### src/rtl/mem_resp_stage.sv
// mem_resp_stage: memory-access pipeline stage between EX and WB.
//
// Holds one entry from EX and waits for its data-memory response, which may
// take any number of cycles. It then extracts the load result (byte, half,
// word or dword, zero- or sign-extended) and hands the entry to WB. When WB
// flushes, responses still owed to cancelled requests are counted and
// dropped as they arrive.
//
// Handshake: a transfer happens on a cycle where the sender's valid and the
// receiver's allowin are both high. Valid never depends on allowin from the
// same side. EX->MS uses es_to_ms_valid/ms_allowin and MS->WB uses
// ms_to_ws_valid/ws_allowin. wb_flush overrides both transfers.
//
// Ports:
//   clk, reset              clock, synchronous active-high reset
//   es_to_ms_valid/ms_allowin   EX->MS handshake
//   es_*                    entry fields from EX (payload is opaque side-band)
//   data_sram_data_ok/rdata response beat from data memory (in order)
//   ws_allowin, wb_flush    WB back-pressure and exception/ertn flush
//   ms_to_ws_*              registered entry towards WB, plus ms_final_result
//   ms_ex_valid             valid entry carrying an exception
//   ms_fwd_valid/ms_fwd_stall   forwarding status for the dest GPR
//   ms_outst_ovf            sticky flag: discard counter saturated
module mem_resp_stage #(
    parameter int DATA_W    = 32,
    parameter int PAYLOAD_W = 200,
    parameter int MAX_OUTST = 4
) (
    input  logic                 clk,
    input  logic                 reset,
    input  logic                 es_to_ms_valid,
    output logic                 ms_allowin,
    input  logic [PAYLOAD_W-1:0] es_to_ms_payload,
    input  logic                 es_gr_we,
    input  logic [4:0]           es_dest,
    input  logic                 es_mem_req,
    input  logic                 es_is_load,
    input  logic [1:0]           es_ld_size,
    input  logic                 es_ld_sign,
    input  logic [DATA_W-1:0]    es_exe_result,
    input  logic                 es_has_ex,
    input  logic                 data_sram_data_ok,
    input  logic [DATA_W-1:0]    data_sram_rdata,
    input  logic                 ws_allowin,
    input  logic                 wb_flush,
    output logic                 ms_to_ws_valid,
    output logic [PAYLOAD_W-1:0] ms_to_ws_payload,
    output logic                 ms_to_ws_gr_we,
    output logic [4:0]           ms_to_ws_dest,
    output logic [DATA_W-1:0]    ms_final_result,
    output logic                 ms_ex_valid,
    output logic                 ms_fwd_valid,
    output logic                 ms_fwd_stall,
    output logic                 ms_outst_ovf
);

    localparam int OFF_W = $clog2(DATA_W / 8);
    localparam int CNT_W = 4;
    // Masks that align the byte offset down to a half / word boundary.
    localparam int HMASK = (1 << OFF_W) - 2;
    localparam int WMASK = (1 << OFF_W) - 4;

    logic              ms_valid;
    logic              ms_gr_we;
    logic [4:0]        ms_dest;
    logic              ms_mem_req;
    logic              ms_is_load;
    logic [1:0]        ms_ld_size;
    logic              ms_ld_sign;
    logic [DATA_W-1:0] ms_exe_result;
    logic              ms_has_ex;
    logic              resp_got;
    logic [DATA_W-1:0] rbuf;
    logic [CNT_W-1:0]  discard_cnt;

    logic              resp_hit;
    logic              ms_ready_go;
    logic              entry_load;
    logic [CNT_W:0]    inc;
    logic [CNT_W:0]    dec;
    logic [CNT_W:0]    cnt_next;

    logic [DATA_W-1:0] rd;
    logic [OFF_W-1:0]  off;
    logic [OFF_W-1:0]  off_h;
    logic [OFF_W-1:0]  off_w;
    logic [7:0]        byte_v;
    logic [15:0]       half_v;
    logic [31:0]       word_v;
    logic [DATA_W-1:0] ld_ext;

    // While discard_cnt is non-zero the next response belongs to a
    // cancelled request, so the entry must not take it.
    assign resp_hit    = data_sram_data_ok && (discard_cnt == '0) && ms_valid
                         && ms_mem_req && !resp_got;
    assign ms_ready_go = !ms_mem_req || resp_got || resp_hit || ms_has_ex;
    assign ms_allowin  = !ms_valid || (ms_ready_go && ws_allowin);
    assign entry_load  = es_to_ms_valid && ms_allowin && !wb_flush;

    assign ms_to_ws_valid   = ms_valid && ms_ready_go && !wb_flush;
    assign ms_ex_valid      = ms_valid && ms_has_ex;
    assign ms_fwd_valid     = ms_valid && ms_gr_we && ms_ready_go;
    assign ms_fwd_stall     = ms_valid && ms_gr_we && !ms_ready_go;
    assign ms_to_ws_gr_we   = ms_gr_we;
    assign ms_to_ws_dest    = ms_dest;

    // Requests orphaned by a flush: the one MS is still waiting on, and
    // the one EX issued in the flush cycle.
    assign inc = (CNT_W+1)'(wb_flush && ms_valid && ms_mem_req && !resp_got && !resp_hit)
               + (CNT_W+1)'(wb_flush && es_to_ms_valid && es_mem_req);
    assign dec = (CNT_W+1)'(data_sram_data_ok && (discard_cnt != '0));
    assign cnt_next = {1'b0, discard_cnt} + inc - dec;

    // Load extraction; data is bypassed from the bus on the response cycle.
    assign rd     = resp_hit ? data_sram_rdata : rbuf;
    assign off    = ms_exe_result[OFF_W-1:0];
    assign off_h  = off & OFF_W'(HMASK);
    assign off_w  = off & OFF_W'(WMASK);
    assign byte_v = rd[{off,   3'b000} +: 8];
    assign half_v = rd[{off_h, 3'b000} +: 16];
    assign word_v = rd[{off_w, 3'b000} +: 32];

    always_comb begin
        ld_ext = rd;
        case (ms_ld_size)
            2'd0:    ld_ext = ms_ld_sign ? DATA_W'($signed(byte_v)) : DATA_W'(byte_v);
            2'd1:    ld_ext = ms_ld_sign ? DATA_W'($signed(half_v)) : DATA_W'(half_v);
            2'd2:    ld_ext = ms_ld_sign ? DATA_W'($signed(word_v)) : DATA_W'(word_v);
            default: ld_ext = rd;
        endcase
    end

    assign ms_final_result = ms_is_load ? ld_ext : ms_exe_result;

    always_ff @(posedge clk) begin
        if (reset) begin
            ms_valid     <= 1'b0;
            ms_gr_we     <= 1'b0;
            ms_mem_req   <= 1'b0;
            ms_has_ex    <= 1'b0;
            resp_got     <= 1'b0;
            rbuf         <= '0;
            discard_cnt  <= '0;
            ms_outst_ovf <= 1'b0;
        end else begin
            if (wb_flush) begin
                ms_valid <= 1'b0;
            end else if (ms_allowin) begin
                ms_valid <= es_to_ms_valid;
            end

            if (entry_load) begin
                ms_to_ws_payload <= es_to_ms_payload;
                ms_gr_we         <= es_gr_we;
                ms_dest          <= es_dest;
                ms_mem_req       <= es_mem_req;
                ms_is_load       <= es_is_load;
                ms_ld_size       <= es_ld_size;
                ms_ld_sign       <= es_ld_sign;
                ms_exe_result    <= es_exe_result;
                ms_has_ex        <= es_has_ex;
                resp_got         <= 1'b0;
                rbuf             <= '0;
            end else if (resp_hit) begin
                resp_got <= 1'b1;
                rbuf     <= data_sram_rdata;
            end

            if (cnt_next > (CNT_W+1)'(MAX_OUTST)) begin
                discard_cnt  <= CNT_W'(MAX_OUTST);
                ms_outst_ovf <= 1'b1;
            end else begin
                discard_cnt <= cnt_next[CNT_W-1:0];
            end
        end
    end

endmodule

### config.mk
export PLATFORM = sky130hd
export DESIGN_NAME = mem_resp_stage
export DESIGN_NICKNAME = d
export VERILOG_FILES = /design/src/rtl/mem_resp_stage.sv
export SDC_FILE = /design/constraint.sdc
export NUM_CORES = 1
export LEC_CHECK = 0
export CORE_AREA = 5 5 202 204
export DETAILED_ROUTE_END_ITERATION = 8
export DIE_AREA = 0 0 207 209
export GPL_ROUTABILITY_DRIVEN = 0
export GPL_TIMING_DRIVEN = 1
export PLACE_DENSITY = 0.61
export SYNTH_ARGS = -nofsm -noshare
export SYNTH_HDL_FRONTEND = slang
export SYNTH_SLANG_ARGS = --single-unit
### constraint.sdc
create_clock -name clk -period 18.9 [get_ports clk]
set_input_delay 3.78 -clock clk [delete_from_list [all_inputs] [get_ports clk]]
set_output_delay 3.78 -clock clk [all_outputs]
set_load 0.01 [all_outputs]
# [Word-level counts from Yosys, hierarchy flattened]
# Index checks and enable logic that the tools add are counted.
[op_classes] n_shift=2 n_bitwise=1 n_addsub=3 n_eq_ne=1 muxes=6 magnitude_cmp=1 reduce_logical=37
[ops] operator="32-bit two-way mux" count=4
[ops] operator="32-bit one-hot mux with 2 select lines" count=1
[ops] operator="32-bit by 6-bit indexed part select with 16-bit output" count=1
[ops] operator="32-bit by 6-bit indexed part select with 8-bit output" count=1
[ops] operator="1-bit logical AND" count=20
[ops] operator="1-bit logical NOT" count=6
[ops] operator="2-bit OR reduction" count=3
[ops] operator="4-bit by 2-bit adder with 5-bit output" count=1
[ops] operator="5-bit by 3-bit greater-than comparator with 1-bit output (second input constant)" count=1
[ops] operator="5-bit by 1-bit subtractor with 5-bit output" count=1
[ops] operator="4-bit logical NOT" count=1
[ops] operator="1-bit logical OR" count=4
[ops] operator="4-bit nonzero test" count=1
[ops] operator="3-bit two-way mux" count=1
[ops] operator="1-bit by 1-bit adder with 2-bit output" count=1
[ops] operator="2-bit by 1-bit == test with 1-bit output (second input constant)" count=1
[ops] operator="2-bit logical NOT" count=1
[ops] operator="2-bit AND reduction" count=1
[ops] operator="1-bit inverter" count=1
[totals] output_inout_bits=244 in_bits=282 wordCells=66 reg_bits=283

# [Depth between registers and ports, before layout]
# Gate-level depths: netlist of the first run.
[logic_depth] depth_word=12 depth_mapped=12 mapped_depth_nobuf=12

# [Worst setup path before layout of the first run]
# Ideal clock, no wire load.
[synth_timing] kind="in2reg" startpoint="input data_sram_data_ok" endpoint="register ms_has_ex" path_stages=5 arrival_time_ns=10.735 path_buffers=0 setup_slack_ns=8.084 required_time_ns=18.819 setup_ns=0.081 path_cell_list="and4bb_1 nor4b_2 o21ai_1 and3_1 a22o_1"
[synth_between] elab_chain_cells=10
[synth_lines] element="from (decl)" line="42" text="input logic data_sram_data_ok,"
[synth_lines] element="1-bit logical AND (2 in series)" line="94" text="assign resp_hit = data_sram_data_ok && (discard_cnt == '0) && ms_valid"
[synth_lines] element="1-bit logical AND (2 in series)" line="95" text="&& ms_mem_req && !resp_got;"
[synth_lines] element="1-bit logical OR (2 in series)" line="96" text="assign ms_ready_go = !ms_mem_req || resp_got || resp_hit || ms_has_ex;"
[synth_lines] element="1-bit logical AND" line="97" text="assign ms_allowin = !ms_valid || (ms_ready_go && ws_allowin);"
[synth_lines] element="1-bit logical OR" line="97"
[synth_lines] element="via ms_allowin" line="32" text="output logic ms_allowin,"
[synth_lines] element="1-bit logical AND (2 in series)" line="98" text="assign entry_load = es_to_ms_valid && ms_allowin && !wb_flush;"
[synth_lines] element="to (signal assigned)" line="161" text="ms_has_ex <= es_has_ex;"
[synth_lines] element="to (decl)" line="71" text="logic ms_has_ex;"
# The timed path passes the listed nets, and every way through them passes these cells.
# A chain may end at the register's enable or synchronous reset.

# [Worst setup path after layout of the first run]
[layout_timing] startpoint="input data_sram_data_ok" endpoint="output ms_final_result[22]"
[layout_between] elab_chain_cells=9 word_cells_on_any_way=11 classes_between="2 x shift; 5 x mux; 4 x reduce/logical"
[layout_lines] element="1-bit logical AND (*) (2 in series)" line="94"
[layout_lines] element="1-bit logical AND (*) (2 in series)" line="95"
[layout_lines] element="32-bit two-way mux (*)"
[layout_lines] element="32-bit by 6-bit indexed part select with 16-bit output or 32-bit by 6-bit indexed part select with 8-bit output (tied branches)" line="120, 119"
[layout_lines] element="32-bit two-way mux (on tied branches)" line="127, 126"
[layout_lines] element="32-bit one-hot mux with 2 select lines (*)" line="125" text="case (ms_ld_size)"
[layout_lines] element="32-bit two-way mux (*)" line="133" text="assign ms_final_result = ms_is_load ? ld_ext : ms_exe_result;"
[layout_lines] element="to (decl)" line="50" text="output logic [DATA_W-1:0] ms_final_result,"
# Every way passes the cells marked *; elsewhere a longest branch is shown, timed or not.

==> results of run 1 <==
==> stage by stage <==
stage          instance area (um^2)  hold WS [ns]  power (uW)
2_1_floorplan                 10200         0.470         752
3_3_place_gp                  16000         0.481         847
3_5_place_dp                  16000         0.471         850
4_1_cts                       17100         0.491        1510
5_1_grt                       17100         0.529        1550
6_report                      17100         0.489        1490
==> synth_stat cells (2+ instances only) <==
cell type / count / share of area
a21oi_1: 32 / 0.016
a221oi_1: 9 / 0.0078
a22o_1: 3 / 0.0026
a31oi_1: 4 / 0.0025
and2_1: 5 / 0.0031
and3_1: 4 / 0.0025
and3b_1: 2 / 0.0017
and4b_1: 2 / 0.0020
buf_2: 5 / 0.0025
buf_4: 3 / 0.0022
clkbuf_1: 15 / 0.0055
dfxtp_1: 42 / 0.083
edfxtp_1: 241 / 0.71
fa_1: 2 / 0.0039
ha_1: 5 / 0.0062
inv_1: 13 / 0.0048
mux2i_1: 54 / 0.053
mux4_1: 2 / 0.0052
nand2_1: 9 / 0.0033
nand2b_1: 2 / 0.0012
nor2_1: 55 / 0.020
nor2b_1: 3 / 0.0018
nor3_1: 2 / 0.00099
nor3b_1: 4 / 0.0030
o21ai_0: 18 / 0.0089
o22a_1: 7 / 0.0060
o22ai_1: 16 / 0.0099
o31a_1: 2 / 0.0017
==> critical path: cells and delay by family <==
| family | cells | cell delay, ns |
|---|---|---|
| compound gates | 2 | 0.48 |
| buf+inv | 3 | 1.60 |
| simple gates | 3 | 1.00 |
==> state kept, by name, summed over array words and instances, names as in the netlist <==
signal            cells
ms_is_load            1
resp_got              1
ms_outst_ovf          1
ms_to_ws_payload    200
ms_ld_size            2
ms_to_ws_gr_we        1
ms_exe_result        32
ms_mem_req            1
ms_valid              1
discard_cnt           4
rbuf                 32
ms_has_ex             1
ms_ld_sign            1
ms_to_ws_dest         5
==> cell families after synthesis <==
group	after synthesis
flip-flops	283
AO/OA/AOI/OAI	102
AND/OR/NAND/NOR	98
multiplexers	58
buffers and inverters	39
adder cells (fa/ha/maj)	7
other	1
XOR/XNOR	1
==> cell type report <==
cell class / count / area [um^2] / share of cell area
inverter: 14 / 52.6 / 0.00307
timing repair buffer: 533 / 5320 / 0.310
multi-input combinational: 267 / 1920 / 0.112
sequential: 283 / 8080 / 0.471
tap: 525 / 657 / 0.0383
antenna: 6 / 15.0 / 0.000876
clock buffer: 45 / 933 / 0.0545
clock inverter: 16 / 174 / 0.0101
==> per-layer routing <==
layer,up-vias,track usage
met5,-,0
met4,10,0.0725
met3,78,0.0715
met2,390,0.301
met1,3541,0.178
li1,3381,-
==> where the power goes <==
| part | internal [uW] | total, uW | switching (uW) |
|---|---|---|---|
| Sequential | 697 | 702 | 5.48 |
| Clock | 390 | 651 | 261 |
| Combinational | 83.2 | 133 | 49.3 |
| Total | 1170 | 1490 | 316 |
==> path summary, 6_finish.rpt <==
check / endpoint / slack (ns) / depth (start not counted)
worst max-delay path: ms_final_result[22] / 8.21 / 8
worst min-delay path: ms_outst_ovf$_SDFFE_PP0N_ / 0.49 / 1
worst max register to register: discard_cnt[0]$_SDFF_PP0_ / 15.25 / 12
worst min register to register: ms_outst_ovf$_SDFFE_PP0N_ / 0.49 / 1
==> impl_results.md, run 1 <==
* Longest Clk Path Bufs at 3
* Slew Limit Fails at 0
* Routed wl met3 at 3880 um
* Final count of hold timing violations at 0
* Starting Density at 0.260
* CTS tree: done
* Fin nets at 1422
* Adder-Cell Fraction of Synth Area at 0.0101
* Site Rows at 73
* Die area at 43300 um^2
* Routed WL per cell at 22.7 um
* Global Route Usage Sum at 0.170
* Hold wc startpoint: ms_outst_ovf$_SDFFE_PP0N_
* DRT Wirelength at 38400 um
* Max incr delay on CP at 0.65 ns
* Post-CTS sizing at 0
* Primary FF master, synth: edfxtp_1
* Top sig layer: met5
* CP Cell Sequence: clkdlybuf4s50_1, nand4bb_1, nor2_4, buf_4, a2111o_1, and3_1, o22ai_1, clkdlybuf4s50_1
* TritonCTS Buffers at 34
* Most frequent cells in the layout: clkdlybuf4s50_1, edfxtp_1, nor2_1, mux2i_1, dfxtp_1
* Largest net degree at the start of global routing at 78
* # Max-Cap Violations at 0
* Fill count at 3590
* Number of synthesized flops with an enable pin at 241
* Distinct cell type count after synthesis at 56
* Crit path capture type: output port
* Total iterations of the first detailed-routing run at 5
* CTS Root Cell: clkbuf_16
* Most used cell, CP: clkdlybuf4s50_1
* Core area at 39100 um^2
* Sequential element share of the synthesized area at 0.795
* Worst-Margin Slew at 1.07 ns
* Commonest non-fill, non-tap cell in the layout: clkdlybuf4s50_1
* Met2 wire length at 19900 um
* PwrDens at 86.7 nW/um^2
* Syn nets at 878
* Chip height at 209 um
* Crit share post-route at 0.565
* Starting DRC count in detailed routing at 402
* Critical path type: in -> out
* Reg-to-Reg Start: discard_cnt[3]$_SDFF_PP0_
* Hold WC Path Type: reg -> reg
* Final Non-Filler Cells at 1689
* Clock latency at the later pin of the worst-skew pair at 0.53 ns
* DP HPWL at 30100 um
* Post-Syn Area at 10200 um^2
* Simple-Gate Fraction of Synth Area at 0.0488
* Synth async-reset ratio at 0
* Compound-cell area share of the yosys netlist at 0.0665
* Syn Inst Count at 589
* CP startpoint kind: input pin
* Setup repair bufs after CTS at 0
* Leak at 0.00581 uW
* Setup ws final at 8.21 ns
* Vias at 7400
* CTS sink count at 283
* Normalized max-slew margin at 0.290
* Setup crit start: data_sram_data_ok
* Metal-1 WL at 13200 um
* I/O pin cnt at 526
* First-pass GRT wire length at 54400 um
* Setup WS pre-CTS at 8.20 ns
* Avg Cell Area, Syn at 17.2 um^2
* H-Tree Depth at 2
* Mux cell area share after synthesis at 0.0610
* Vias in the first global route at 7682
* Outcome: finished, final reports clean
* Worst EP required at 15.12 ns
* Peak supply drop at 0.0000650 V
* DRC at 0
* Share of cells above drive strength 1 at 0.0570
* Largest family of logic cells by synthesized area: compound AO/OA/AOI/OAI gates
* Vias per cell at 4.38
* Gr ovfl total at 0
* Port-buffer cells at 525
* RSZ-0062 raised after global routing: false
* Yosys Warn Count at 0
* Hold buffers post-CTS at 0
* CP arrival at 6.91 ns
* Crit-path max FO at 44
* Post-DRT Antenna Nets at 0
* Slowest-stage cell, CP: and3_1
* Core Util, Final at 0.438
* Synth Area in XOR/XNOR at 0.000862
* Synth Register Bits at 283
* P&R area growth vs syn at 68.8%
* Die Wd at 207 um
* Max frequency at 0.0936 GHz
* Tmin final at 10.69 ns
* Final setup vio count at 0
* Clock transition at path regs at 0.06 ns
* Initial antenna violation count at 10
* Clock skew after layout at 0.0145 ns
* Placed Cells at 1622
* Setup TNS at 0 ns
Power figures use the tool's default switching activity.
==> run 2, diff against run 1 <==
==> constraint.sdc (replaced) <==
create_clock -name clk -period 11.1 [get_ports clk]
set_input_delay 2.22 -clock clk [delete_from_list [all_inputs] [get_ports clk]]
set_output_delay 2.22 -clock clk [all_outputs]
set_load 0.01 [all_outputs]
==> impl_results.md, run 2 (synthesized netlist as in run 1, its figures left out) <==
* CP arrival at 5.33 ns (was 6.91 ns)
* Leak at 0.00579 uW (was 0.00581 uW)
* Clock skew after layout at 0.0115 ns (was 0.0145 ns)
* TritonCTS Buffers at 34 (unchanged)
* PwrDens at 146 nW/um^2 (was 86.7 nW/um^2)
* Core area at 39100 um^2 (unchanged)
* Vias per cell at 4.38 (about the same)
* Worst EP required at 8.88 ns (was 15.12 ns)
* Site Rows at 73 (unchanged)
* Crit path capture type: output port (unchanged)
* CTS tree: done (unchanged)
* H-Tree Depth at 2 (unchanged)
* Hold buffers post-CTS at 0 (unchanged)
* Outcome: finished, final reports clean (unchanged)
* Placed Cells at 1621 (was 1622)
* CP startpoint kind: input pin (unchanged)
* Die area at 43300 um^2 (unchanged)
* Worst-Margin Slew at 1.22 ns (was 1.07 ns)
* Clock transition at path regs at 0.06 ns (about the same)
* Most frequent cells in the layout: clkdlybuf4s50_1, edfxtp_1, nor2_1, mux2i_1, dfxtp_1 (unchanged)
* CTS sink count at 283 (unchanged)
* Worst hold slack at 0.486 ns (was 0.489 ns)
* Fill count at 3601 (was 3590)
* Slowest-stage cell, CP: and3_1 (unchanged)
* Crit share post-route at 0.680
* Max incr delay on CP at 0.63 ns (was 0.65 ns)
* CP Cell Sequence: clkdlybuf4s50_1, nand4bb_1, nor2_4, buf_4, a2111o_1, and3_1, o22ai_1, clkdlybuf4s50_1 (unchanged)
* Longest Clk Path Bufs at 3 (unchanged)
* Setup TNS at 0 ns (unchanged)
* Vias at 7365 (was 7400)
* DRC at 0 (unchanged)
* Critical path type: in -> out (unchanged)
* # Max-Cap Violations at 0 (unchanged)
* Power after layout at 2490 uW (was 1490 uW)
* Crit-path max FO at 44 (unchanged)
* RSZ-0062 raised after global routing: false (unchanged)
* CTS Root Cell: clkbuf_16 (unchanged)
* Sequential standard cell area at 8080 um^2 (unchanged)
* Final setup vio count at 0 (unchanged)
* Vias in the first global route at 7673 (was 7682)
* I/O pin cnt at 526 (unchanged)
* Share of cells above drive strength 1 at 0.0538 (was 0.0570)
* Routed wl met3 at 3350 um (was 3880 um)
* Routed WL per cell at 22.6 um (was 22.7 um)
* Post-CTS sizing at 0 (unchanged)
* Most used cell, CP: clkdlybuf4s50_1 (unchanged)
* Clock latency at the later pin of the worst-skew pair at 0.51 ns (was 0.53 ns)
* Hold path depth at 1 (unchanged)
* Max frequency at 0.132 GHz
* Total iterations of the first detailed-routing run at 5 (unchanged)
* Setup repair bufs after CTS at 0 (unchanged)
* Die Wd at 207 um (unchanged)
* Placed cell area at 16000 um^2 (about the same)
* Initial antenna violation count at 11 (was 10)
* Buf/Inv on CP at 3 (unchanged)
* Tmin final at 7.55 ns
* Post-DRT Antenna Nets at 0 (unchanged)
* DRT Wirelength at 38000 um (was 38400 um)
* Cells on worst reg2reg path at 12 (unchanged)
* Normalized max-slew margin at 0.188 (was 0.290)
* Top sig layer: met5 (unchanged)
* Port-buffer cells at 525 (unchanged)
* Gr ovfl total at 0 (unchanged)
* Global Route Usage Sum at 0.169 (was 0.170)
* Peak supply drop at 0.000115 V (was 0.0000650 V)
* Top reg by flops: ms_to_ws_payload (unchanged)
* Chip height at 209 um (unchanged)
* Final count of hold timing violations at 0 (unchanged)
* Max FFs per register at 200 (unchanged)
* Critical path depth at 8 (unchanged)
* P&R area growth vs syn at 68.2% (was 68.8%)
* DP HPWL at 29900 um (was 30100 um)
* Metal-1 WL at 13600 um (was 13200 um)
* Regs by FF count: ms_to_ws_payload: 200 flops, ms_exe_result: 32 flops, rbuf: 32 flops (unchanged)
* Final Cell Area at 17100 um^2 (about the same)
* Commonest non-fill, non-tap cell in the layout: clkdlybuf4s50_1 (unchanged)
* Crit path max-delay family: buffers and inverters (unchanged)
* Multi-input logic area at 1920 um^2 (unchanged)
* First-pass GRT wire length at 54200 um (was 54400 um)
* Hold WC Path Type: reg -> reg (unchanged)
* Fin nets at 1421 (was 1422)
* Starting DRC count in detailed routing at 424 (was 402)
* Starting Density at 0.260 (unchanged)
* Met2 wire length at 19800 um (was 19900 um)
* Final Non-Filler Cells at 1682 (was 1689)
* Largest net degree at the start of global routing at 78 (unchanged)
* Slew Limit Fails at 0 (unchanged)
[run 2: cell types whose count changed in the layout (fill, tap and decap cells not counted), moves of 2 or more]
| cell | change |
|---|---|
| clkbuf_16 | +3 |
| clkinv_1 | -3 |
| bufinv_16 | -2 |
| clkinv_8 | -2 |
[run 2: per-layer routing]
metal	GRT usage	vias up
li1	-	3368
met1	0.181	3567
met2	0.301	351
met3	0.0706	67
met4	0.0570	12
met5	0	-
[run 2: area by class of cell]
cell class,count,area share
inverter,14,0.00308
tap,525,0.0385
clock inverter,8,0.00366
multi-input combinational,267,0.112
timing repair buffer,532,0.311
clock buffer,48,0.0584
antenna,5,0.000732
sequential,283,0.473
[run 2: power by group]
part / leakage (uW) / internal (uW) / switching, uW
Clock: 0.000523 / 646 / 425
Sequential: 0.00255 / 1190 / 10.2
Combinational: 0.00272 / 142 / 82.7
[run 2: path summary, 6_finish.rpt]
kind / from / to / slack [ns]
max: data_sram_data_ok / ms_final_result[20] / 3.55
min: ms_outst_ovf$_SDFFE_PP0N_ / ms_outst_ovf$_SDFFE_PP0N_ / 0.49
max reg2reg: discard_cnt[3]$_SDFF_PP0_ / discard_cnt[1]$_SDFF_PP0_ / 7.38
min reg2reg: ms_outst_ovf$_SDFFE_PP0N_ / ms_outst_ovf$_SDFFE_PP0N_ / 0.49
[run 2: metrics by stage]
stage / util / setup WS, ns
floorplan: - / 1.84
global placement: 0.410 / 3.62
detailed placement: 0.410 / 3.54
CTS: 0.437 / 3.54
global route: 0.437 / 3.41
finish: 0.437 / 3.55
==> run 3, diff against run 2 <==
==> config.mk (replaced) <==
export PLATFORM = sky130hd
export DESIGN_NAME = mem_resp_stage
export DESIGN_NICKNAME = d
export VERILOG_FILES = /design/src/rtl/mem_resp_stage.sv
export SDC_FILE = /design/constraint.sdc
export NUM_CORES = 1
export LEC_CHECK = 0
export CORE_AREA = 5 5 201 203
export DETAILED_ROUTE_END_ITERATION = 8
export DIE_AREA = 0 0 206 208
export GPL_ROUTABILITY_DRIVEN = 0
export GPL_TIMING_DRIVEN = 1
export PLACE_DENSITY = 0.64
export SYNTH_ARGS = -nofsm -noshare
export SYNTH_HDL_FRONTEND = slang
export SYNTH_SLANG_ARGS = --single-unit
==> constraint.sdc (replaced) <==
create_clock -name clk -period 6.5 [get_ports clk]
set_input_delay 1.3 -clock clk [delete_from_list [all_inputs] [get_ports clk]]
set_output_delay 1.3 -clock clk [all_outputs]
set_load 0.01 [all_outputs]
==> impl_results.md, run 3 (synthesized netlist as in run 1, its figures left out) <==
* Gr ovfl total at 0 (unchanged)
* Most used cell, CP: clkdlybuf4s50_1 (unchanged)
* Crit share post-route at 0.833
* Die Wd at 206 um (was 207 um)
* Post-CTS sizing at 0 (unchanged)
* RSZ-0062 raised after global routing: false (unchanged)
* Most frequent cells in the layout: clkdlybuf4s50_1, edfxtp_1, nor2_1, mux2i_1, dfxtp_1 (unchanged)
* Vias at 7314 (was 7365)
* Commonest non-fill, non-tap cell in the layout: clkdlybuf4s50_1 (unchanged)
* Setup TNS at 0 ns (unchanged)
* Leak at 0.00581 uW (was 0.00579 uW)
* First-pass GRT wire length at 53800 um (was 54200 um)
* I/O pin cnt at 526 (unchanged)
* Share of cells above drive strength 1 at 0.0580 (was 0.0538)
* # Max-Cap Violations at 0 (unchanged)
* Initial antenna violation count at 15 (was 11)
* Site Rows at 72 (was 73)
* TritonCTS Buffers at 34 (unchanged)
* Slew Limit Fails at 0 (unchanged)
* Crit-path max FO at 35 (was 44)
* Routed WL per cell at 22.9 um (was 22.6 um)
* Max FFs per register at 200 (unchanged)
* Core area at 38300 um^2 (was 39100 um^2)
* Setup repair bufs after CTS at 0 (unchanged)
* Placed cell area at 16000 um^2 (about the same)
* Worst EP required at 5.20 ns (was 8.88 ns)
* Fin nets at 1421 (unchanged)
* CTS tree: done (unchanged)
* H-Tree Depth at 2 (unchanged)
* Longest Clk Path Bufs at 3 (unchanged)
* Die area at 42800 um^2 (was 43300 um^2)
* Post-DRT Antenna Nets at 0 (unchanged)
* Buf/Inv on CP at 3 (unchanged)
* Global Route Usage Sum at 0.173 (was 0.169)
* CP Cell Sequence: clkdlybuf4s50_1, nand4bb_1, nor2_4, buf_12, mux2i_1, nand2_1, a221oi_1, clkdlybuf4s50_1 (was clkdlybuf4s50_1, nand4bb_1, nor2_4, buf_4, a2111o_1, and3_1, o22ai_1, clkdlybuf4s50_1)
* Worst hold slack at 0.484 ns (was 0.486 ns)
* P&R area growth vs syn at 68.6% (was 68.2%)
* Max frequency at 0.185 GHz
* PwrDens at 249 nW/um^2 (was 146 nW/um^2)
* Starting Density at 0.265 (was 0.260)
* Crit path max-delay family: buffers and inverters (unchanged)
* Core Util, Final at 0.447 (was 0.437)
* Hold path depth at 1 (unchanged)
* Final Cell Area at 17100 um^2 (about the same)
* CTS Root Cell: clkbuf_16 (unchanged)
* Peak supply drop at 0.000299 V (was 0.000115 V)
* R2R Setup Slk at 2.88 ns (was 7.38 ns)
* Tmin final at 5.42 ns
* Clock transition at path regs at 0.05 ns (was 0.06 ns)
* Normalized max-slew margin at 0.120 (was 0.188)
* Vias per cell at 4.37 (was 4.38)
* Starting DRC count in detailed routing at 458 (was 424)
* Outcome: finished, final reports clean (unchanged)
* Largest net degree at the start of global routing at 84 (was 78)
* Final count of hold timing violations at 0 (unchanged)
* Slowest-stage cell, CP: clkdlybuf4s50_1 (was and3_1)
* CTS sink count at 283 (unchanged)
* Final setup vio count at 0 (unchanged)
* Vias in the first global route at 7694 (was 7673)
* CP arrival at 4.12 ns (was 5.33 ns)
* Top reg by flops: ms_to_ws_payload (unchanged)
* DRC at 0 (unchanged)
* Port-buffer cells at 525 (unchanged)
* Critical path depth at 8 (unchanged)
* CP startpoint kind: input pin (unchanged)
* DRT Wirelength at 38300 um (was 38000 um)
* Critical path type: in -> out (unchanged)
* Worst-Margin Slew at 1.31 ns (was 1.22 ns)
* Crit path capture type: output port (unchanged)
* Regs by FF count: ms_to_ws_payload: 200 flops, ms_exe_result: 32 flops, rbuf: 32 flops (unchanged)
* DP HPWL at 30300 um (was 29900 um)
* Max incr delay on CP at 0.62 ns (was 0.63 ns)
* Clock skew after layout at 0.0156 ns (was 0.0115 ns)
* Cells on worst reg2reg path at 12 (unchanged)
* Clock latency at the later pin of the worst-skew pair at 0.53 ns (was 0.51 ns)
* Hold WC Path Type: reg -> reg (unchanged)
* Chip height at 208 um (was 209 um)
* Total iterations of the first detailed-routing run at 4 (was 5)
* Hold buffers post-CTS at 0 (unchanged)
[run 3: cell count changes in the layout (fill, tap and decap cells not counted)]
cell,previous run,this run
buf_12,0,3
buf_4,7,4
bufinv_16,1,2
clkbuf_1,9,6
clkbuf_16,38,35
clkinv_1,3,4
clkinv_2,5,8
clkinv_4,0,2
clkinv_8,0,2
diode_2,5,2
[run 3: power breakdown]
| part | leakage (uW) | switching, uW | internal [uW] |
|---|---|---|---|
| Sequential | 0.00255 | 17.0 | 2030 |
| Combinational | 0.00273 | 143 | 243 |
| Clock | 0.000532 | 750 | 1080 |
[run 3: routing by layer]
layer,global-route usage,share of wire
met4,0.0594,0.028
met2,0.314,0.53
met3,0.0749,0.10
met1,0.176,0.34
met5,0,0.0042
[run 3: cell type report]
type | count | area [um^2]
clock inverters | 17 | 161
diodes | 2 | 5.00
repair buffers | 532 | 5350
inverters | 14 | 52.6
fillers | 3440 | 21200
clock buffers | 42 | 912
multi-input cells | 267 | 1920
well taps | 518 | 648
flip-flops and latches | 283 | 8080
[run 3: through the flow]
step | total power [uW] | std cells | worst slack [ns]
2_1_floorplan | 2180 | 589 | 1.11
4_1_cts | 4330 | 1673 | 1.11
6_report | 4260 | 1675 | 1.08
3_3_place_gp | 2460 | 1614 | 1.14
5_1_grt | 4430 | 1673 | 0.947
3_5_place_dp | 2470 | 1614 | 1.11
[run 3: final timing paths]
kind	startpoint	endpoint
worst max-delay path	data_sram_data_ok	ms_final_result[13]
worst min-delay path	ms_outst_ovf$_SDFFE_PP0N_	ms_outst_ovf$_SDFFE_PP0N_
worst max register to register	discard_cnt[3]$_SDFF_PP0_	discard_cnt[2]$_SDFF_PP0_
worst min register to register	ms_outst_ovf$_SDFFE_PP0N_	ms_outst_ovf$_SDFFE_PP0N_
